<file path="config.mk">
export PLATFORM = sky130hd
export DESIGN_NAME = f3_keydebounce_flat
export DESIGN_NICKNAME = d
export VERILOG_FILES = /design/src/rtl/f3_keydebounce_if.sv /design/src/rtl/f3_keydebounce.sv /design/src/flat_wrapper.sv
export SDC_FILE = /design/constraint.sdc
export NUM_CORES = 1
export LEC_CHECK = 0
export BUFFER_PORTS_ARGS = -buffer_cell sky130_fd_sc_hd__buf_4
export CAP_MARGIN = 0
export CELL_PAD_IN_SITES_DETAIL_PLACEMENT = 0
export CELL_PAD_IN_SITES_GLOBAL_PLACEMENT = 1
export CORE_MARGIN = 3
export CORE_UTILIZATION = 46
export DETAILED_ROUTE_END_ITERATION = 7
export GPL_TIMING_DRIVEN = 0
export PLACE_DENSITY = 0.84
export SLEW_MARGIN = 10
export SYNTH_ARGS = -nofsm -noshare
export SYNTH_HDL_FRONTEND = slang
export SYNTH_SLANG_ARGS = --single-unit
</file>
<file path="constraint.sdc">
create_clock -name sysclk -period 2.23 [get_ports sysclk]
set_clock_uncertainty 0.1 [all_clocks]
set_input_delay 0.446 -clock sysclk [delete_from_list [all_inputs] [get_ports sysclk]]
set_output_delay 0.446 -clock sysclk [all_outputs]
set_load 0.02 [all_outputs]
</file>
<file path="src/rtl/f3_keydebounce_if.sv">
// rtl/f3_keydebounce_if.sv - raw key levels in, debounced levels and press pulses out
// master drives the raw buttons; slave is the debouncer.
interface f3_keydebounce_if #(
  parameter int NKEYS = 5
);
  logic [NKEYS-1:0] raw_keys;
  logic [NKEYS-1:0] func3_keys;
  logic [NKEYS-1:0] key_level;

  modport master (
    output raw_keys,
    input  func3_keys,
    input  key_level
  );

  modport slave (
    input  raw_keys,
    output func3_keys,
    output key_level
  );
endinterface

</file>
<file path="src/rtl/f3_keydebounce.sv">
// rtl/f3_keydebounce.sv - per-key synchroniser, debouncer, press pulse and optional auto-repeat
// Every channel is independent; the downstream priority encoder arbitrates between keys.
module f3_keydebounce #(
  parameter int               NKEYS         = 5,
  parameter int               DEBOUNCE_CYC  = 500000,
  parameter int               REPEAT_EN     = 0,
  parameter logic [NKEYS-1:0] REPEAT_MASK   = 5'b11110,
  parameter int               REPEAT_DELAY  = 25000000,
  parameter int               REPEAT_PERIOD = 10000000,
  parameter int               CNT_W         = 25
) (
  input  logic                sysclk,
  input  logic                reset,
  f3_keydebounce_if.slave     keys
);

  typedef enum logic [1:0] {
    R_IDLE   = 2'd0,
    R_DELAY  = 2'd1,
    R_PERIOD = 2'd2
  } rstate_t;

  localparam logic [CNT_W-1:0] DB_LAST = CNT_W'(DEBOUNCE_CYC - 1);
  // Repeat counters compare against the full delay/period value: a pulse lands
  // REPEAT_DELAY+1 edges after the accepted press and REPEAT_PERIOD+1 edges apart.
  localparam logic [CNT_W-1:0] RD_TERM = CNT_W'(REPEAT_DELAY);
  localparam logic [CNT_W-1:0] RP_TERM = CNT_W'(REPEAT_PERIOD);
  localparam logic [NKEYS-1:0] REP_ON  = (REPEAT_EN != 0) ? REPEAT_MASK : '0;

  logic [NKEYS-1:0] s1;
  logic [NKEYS-1:0] s2;
  logic [NKEYS-1:0] lvl;
  logic [NKEYS-1:0] pulse;
  logic [CNT_W-1:0] dcnt [NKEYS];
  logic [CNT_W-1:0] rcnt [NKEYS];
  rstate_t          rstate [NKEYS];

  logic [NKEYS-1:0] settle;
  logic [NKEYS-1:0] press;
  logic [NKEYS-1:0] rel;
  logic [NKEYS-1:0] fire;

  always_comb begin
    settle = '0;
    fire   = '0;
    for (int i = 0; i < NKEYS; i++) begin
      settle[i] = (s2[i] != lvl[i]) && (dcnt[i] == DB_LAST);
    end
    press = settle & s2;
    rel   = settle & ~s2;
    for (int i = 0; i < NKEYS; i++) begin
      if (REP_ON[i] && (rstate[i] != R_IDLE) && !rel[i]) begin
        fire[i] = (rcnt[i] == ((rstate[i] == R_DELAY) ? RD_TERM : RP_TERM));
      end
    end
  end

  always_ff @(posedge sysclk) begin
    if (reset) begin
      s1    <= '0;
      s2    <= '0;
      lvl   <= '0;
      pulse <= '0;
      for (int i = 0; i < NKEYS; i++) begin
        dcnt[i]   <= '0;
        rcnt[i]   <= '0;
        rstate[i] <= R_IDLE;
      end
    end else begin
      s1    <= keys.raw_keys;
      s2    <= s1;
      pulse <= press | fire;
      for (int i = 0; i < NKEYS; i++) begin
        // Any cycle where the synchronised level matches restarts the count.
        if (s2[i] == lvl[i]) begin
          dcnt[i] <= '0;
        end else if (settle[i]) begin
          dcnt[i] <= '0;
          lvl[i]  <= s2[i];
        end else begin
          dcnt[i] <= dcnt[i] + CNT_W'(1);
        end

        if (!REP_ON[i]) begin
          rstate[i] <= R_IDLE;
          rcnt[i]   <= '0;
        end else begin
          case (rstate[i])
            R_IDLE: begin
              rcnt[i] <= '0;
              if (press[i]) rstate[i] <= R_DELAY;
            end
            R_DELAY, R_PERIOD: begin
              if (rel[i]) begin
                rstate[i] <= R_IDLE;
                rcnt[i]   <= '0;
              end else if (fire[i]) begin
                rstate[i] <= R_PERIOD;
                rcnt[i]   <= '0;
              end else begin
                rcnt[i] <= rcnt[i] + CNT_W'(1);
              end
            end
            default: begin
              rstate[i] <= R_IDLE;
              rcnt[i]   <= '0;
            end
          endcase
        end
      end
    end
  end

  assign keys.func3_keys = pulse;
  assign keys.key_level  = lvl;

endmodule

</file>
<file path="src/flat_wrapper.sv">
// flat-port wrapper written by rule: the top's interface ports become plain ports
module f3_keydebounce_flat 
#(
  parameter int               NKEYS         = 5,
  parameter int               DEBOUNCE_CYC  = 500000,
  parameter int               REPEAT_EN     = 0,
  parameter logic [NKEYS-1:0] REPEAT_MASK   = 5'b11110,
  parameter int               REPEAT_DELAY  = 25000000,
  parameter int               REPEAT_PERIOD = 10000000,
  parameter int               CNT_W         = 25
)
  (sysclk, reset, keys_raw_keys, keys_func3_keys, keys_key_level);
  f3_keydebounce_if #(.NKEYS(NKEYS)) keys_i ();
  input  logic sysclk;
  input  logic reset;
  input wire logic [$bits(keys_i.raw_keys)-1:0] keys_raw_keys;
  output wire logic [$bits(keys_i.func3_keys)-1:0] keys_func3_keys;
  output wire logic [$bits(keys_i.key_level)-1:0] keys_key_level;
  assign keys_i.raw_keys = keys_raw_keys;
  assign keys_func3_keys = keys_i.func3_keys;
  assign keys_key_level = keys_i.key_level;
  f3_keydebounce #(.NKEYS(NKEYS), .DEBOUNCE_CYC(DEBOUNCE_CYC), .REPEAT_EN(REPEAT_EN), .REPEAT_MASK(REPEAT_MASK), .REPEAT_DELAY(REPEAT_DELAY), .REPEAT_PERIOD(REPEAT_PERIOD), .CNT_W(CNT_W)) u_core (.sysclk(sysclk), .reset(reset), .keys(keys_i));
endmodule
</file>
# Word-level counts from Yosys, hierarchy flattened
# Memory sizes are Yosys's and may differ from the RTL's.
# Index checks and enable logic that the tools add are counted.
# totals
reg_bits	20
mem_bits_rw	125
in_bits	7
output_inout_bits	10
word_cells	132
mem_count	1
# op_classes
addsub	5
eq_ne	15
mux	72
n_bitwise	21
reduce_logical	10
# mem_list
name	words	word_bits	read_ports	rd_clocked_by_memory_dff	write_ports	line_no	rtl
u_core.dcnt	5	25	5	0	5	f3_keydebounce.sv:34	logic [CNT_W-1:0] dcnt [NKEYS];
# ops
operator	count
two-way mux 25 bit	15
adder 25 x 1 -> 25 bit (second input constant)	5
equality test 25 x 19 -> 1 bit (second input constant)	5
two-way mux 1 bit	57
bitwise OR 1 bit	15
AND reduction 2 bit	5
bitwise AND 5 bit	1
equality test 1 bit	5
logical AND 1 bit	5
!= test 1 bit	5
NOT 1 bit	5

# Depth between registers and ports, before layout
# An unclocked memory read counts as a cell.
# logic_depth
depth_word	9
depth_mapped	6
ltp_nobuf	5

# Worst setup path before layout
# Ideal clock, no wire load.
# synth_path
path_kind	reg2reg
from	mem u_core.dcnt[3][11]
to	mem u_core.dcnt[3][19], data pin
setup_time_ps	264
t_arrival_ps	1850
required_ps	1866
setup_slack_ps	17
stages_incl_launch_ff	6
n_path_buf	1
synth_period_minus_slack_ps	2213
cell_sequence	edfxtp_1 or4b_1 or4_1 o21ai_4 buf_6 a21oi_1
# synth_rtl
item	line_no
start: declaration	f3_keydebounce.sv:34

==> results.toml <==
[run_status]
outcome = "finished, violations left"
violations = "setup timing"

[power_and_ir_drop]
pwr-share-comb_pct = 4.7
power.internal_w = 0.00494
switching_share_pct = 21.5
power.density_mw_per_mm2 = 639
p_leak_nw = 3.36
switchingPower_w = 0.00135
vdd_drop_max_mv = 0.575
clkPwrFrac_pct = 44.8
power_frac_seq_pct = 50.5

[min_path]
hp-class = "in2reg"
holdPathStages = 2

[placement]
dp_hpwl_mm = 11.1
gp_congestion = 0.813
place_inst = 1122
portBuffers = 15

[routing]
wl_met2_mm = 7.93
routed_wl_mm = 16.2
drt_iter0_drc = 353
met3_length_um = 411
final_antenna_net_count = 0
drc = 0
vias_per_cell = 5.24
dr.pass1.iters = 5
top_layer = "met4"
vias = 6271
post_drt_wl_per_cell_um = 13.6
wl_met1_mm = 7.56

[worst_setup_path]
cp.depth = 5
critPathLaunchType = "flop"
crit_chain = "or4b_4, or4_4, o21ai_4, buf_6, a21oi_1"
critPathSlowestCell = "or4b_4"
cp_max_fo = 10
setup.worst_path.end_class = "flop"
cp_num_buf_inv = 1
crit_path_start = "u_core.dcnt[3][11]$_SDFFCE_PN0P_"
critPathArrivalTime_ns = 2.34
r2r_start = "u_core.dcnt[3][11]$_SDFFCE_PN0P_"
cp_top_family = "simple AND/OR/NAND/NOR gates"
rr_worst_depth = 5
crit_path_max_incr_delay_ns = 0.56
r2r-end = "u_core.dcnt[3][23]$_SDFFCE_PN0P_"
worstPathRequired_ns = 2.29
r2r_setup_slack_ns = -0.05
crit_type = "reg2reg"
cp-endpoint = "u_core.dcnt[3][23]$_SDFFCE_PN0P_"

[yosys]
synth_top_area_share_pct = 47.9
yosys_warnings = 0
synth_common_cells = "edfxtp_1, nor2_1, a21oi_1, nand3_1, nand2_1"
synth-edff-count = 125
synthArstFlopShare_pct = 0
syn_avg_cell_area_um2 = 10.3
syn_area_mm2 = 0.00784
synth_flop_cell = "edfxtp_1"
synth.most_common_cell = "edfxtp_1"
synth_cells = 763
seq_area_frac_synth_pct = 53.0
synthTopCellsByArea = "edfxtp_1, dfxtp_1, xnor2_1"
ys_types = 44
ys_ff_latch = 145
synth_top_area_cell = "edfxtp_1"

[timing]
maxSlewViolCount = 0
timing.final.crit_share_pct = 102
worst_slew_pin_slew_ns = 0.646
hold_violations = 0
finalCriticalPeriod_ns = 2.28
maxSlewHeadroom_pct = 56.9
whs_ns = 0.143
finalWorstSetupSlack_ns = -0.0479
rsz0062_at_grt = "true"
max_freq_ghz = 0.439
setup_violations = 20

[finish]
antenna_cells = 0
nNetsFinal = 975
area_growth_pct = 25.7
drive_above_1_share_pct = 14.4
final_cells = 1196
fin_util_pct = 59.2

[run]
maxCapViolations = 0

[cts]
cts_root_buf = "clkbuf_16"
clk_latency_ns = 0.42
clock_path_buffers = 2
numCtsBuffers = 17
cts_sinks = 145
h-tree-depth = 4
cts_hold_buf = 0
cts_tree = "built"
clk_pin_slew_ns = 0.06

[global_routing]
antenna_found_initial = 0
grt_max_degree = 17
grt_pass1_vias = 5782
overflow = 0
grtUsageTotal_pct = 17.7
grt_first_pass_wirelength_mm = 26.6

[die]
die_h_um = 137
rows = 47
fp.dieW_um = 137
dieArea_mm2 = 0.0186
core_area_mm2 = 0.0166
start_util_pct = 47.1
io_pins = 17
[what timing repair did]
action	in CTS	in global routing
setup buffers	14	33
setup endpoints to repair	111	112
gates resized for setup	19	39
pin swaps	6	7
cloned	0	1
hold endpoints to repair	0	0
[cell type report]
| class | instances | area (µm²) |
|---|---|---|
| Buffer | 19 | 139 |
| Timing Repair Buffer | 62 | 469 |
| Clock buffer | 22 | 484 |
| Sequential cell | 145 | 4150 |
| Fill cell | 1466 | 6800 |
| Tap cell | 220 | 275 |
| Inverter | 20 | 75.1 |
| Multi-Input combinational cell | 698 | 4140 |
| Clock inverter | 10 | 108 |
[routing by layer]
metal	GRT usage (%)	vias to the layer above
met5	0	-
met4	6.38	0
met3	3.38	22
met2	29.1	80
met1	23.3	2973
li1	-	3196
[flip-flops by register name, indices dropped and copies added (netlist names)]
| register | count |
|---|---|
| u_core.dcnt | 125 |
| u_core.keys.func3_keys | 5 |
| u_core.keys.key_level | 5 |
| u_core.s1 | 5 |
| u_core.s2 | 5 |
[worst register-to-register path: stages, from the launching register on]
cell	delay, ns
edfxtp_1	0.44
or4b_4	0.56
or4_4	0.45
o21ai_4	0.24
buf_6	0.19
a21oi_1	0.05
[kinds of logic (layout without fill, tap and decap cells)]
group	after synthesis	after routing	share of synthesized area [%]
other	1	125	0.0479
AOI/OAI and AO/OA	114	114	8.33
xor gates and xnor gates	69	69	7.71
and+or+nand+nor	384	385	27.6
DFF	145	145	53.0
adders and majority gates	5	5	0.798
buffers and inverters	45	133	2.54
[how the worst min path moves through the flow]
stage,slack [ns],startpoint,end
floorplan,0.31,u_core.s1[0]$_SDFF_PP0_,u_core.s2[0]$_SDFF_PP0_
global placement,0.32,u_core.s1[4]$_SDFF_PP0_,u_core.s2[4]$_SDFF_PP0_
detailed placement,0.32,u_core.s1[0]$_SDFF_PP0_,u_core.s2[0]$_SDFF_PP0_
CTS,0.13,keys_raw_keys[1],u_core.s1[1]$_SDFF_PP0_
global route,0.14,keys_raw_keys[1],u_core.s1[1]$_SDFF_PP0_
finish,0.14,keys_raw_keys[1],u_core.s1[1]$_SDFF_PP0_
[power groups by stage]
stage | Sequential (W) | Combinational (W) | Clock, W
final | 0.00318 | 0.000295 | 0.00282
after global placement | 0.00323 | 0.000229 | 0
after CTS | 0.00317 | 0.000251 | 0.00289
after global routing | 0.00320 | 0.000338 | 0.00301
after floorplan | 0.00320 | 0.000186 | 0
after detailed placement | 0.00323 | 0.000230 | 0
[per-stage QoR]
step                      cell area (µm²)  setup WS [ns]  setup TNS, ns  power (W)
final                                9850        -0.0479         -0.696    0.00630
after global routing                 9850         -0.121          -2.34    0.00654
after CTS                            9450        -0.0986          -1.94    0.00631
after detailed placement             8690         -0.442         -24.27    0.00346
after global placement               8690         -0.479         -24.48    0.00346
after floorplan                      8300         0.0166              0    0.00338
[cells in the final DEF, fill, tap and decap left out, types with 17 or more instances in the layout]
cell / count
a21oi_1: 49
buf_4: 61
clkbuf_16: 17
conb_1: 125
dfxtp_1: 20
edfxtp_1: 125
inv_1: 20
nand2_1: 46
nand3_1: 52
nand4_1: 28
nor2_1: 88
nor4_1: 29
o21ai_0: 30
o31ai_1: 20
or3_1: 31
or4_1: 19
xnor2_1: 43
xor2_1: 26
Power figures use the tool's default switching activity.
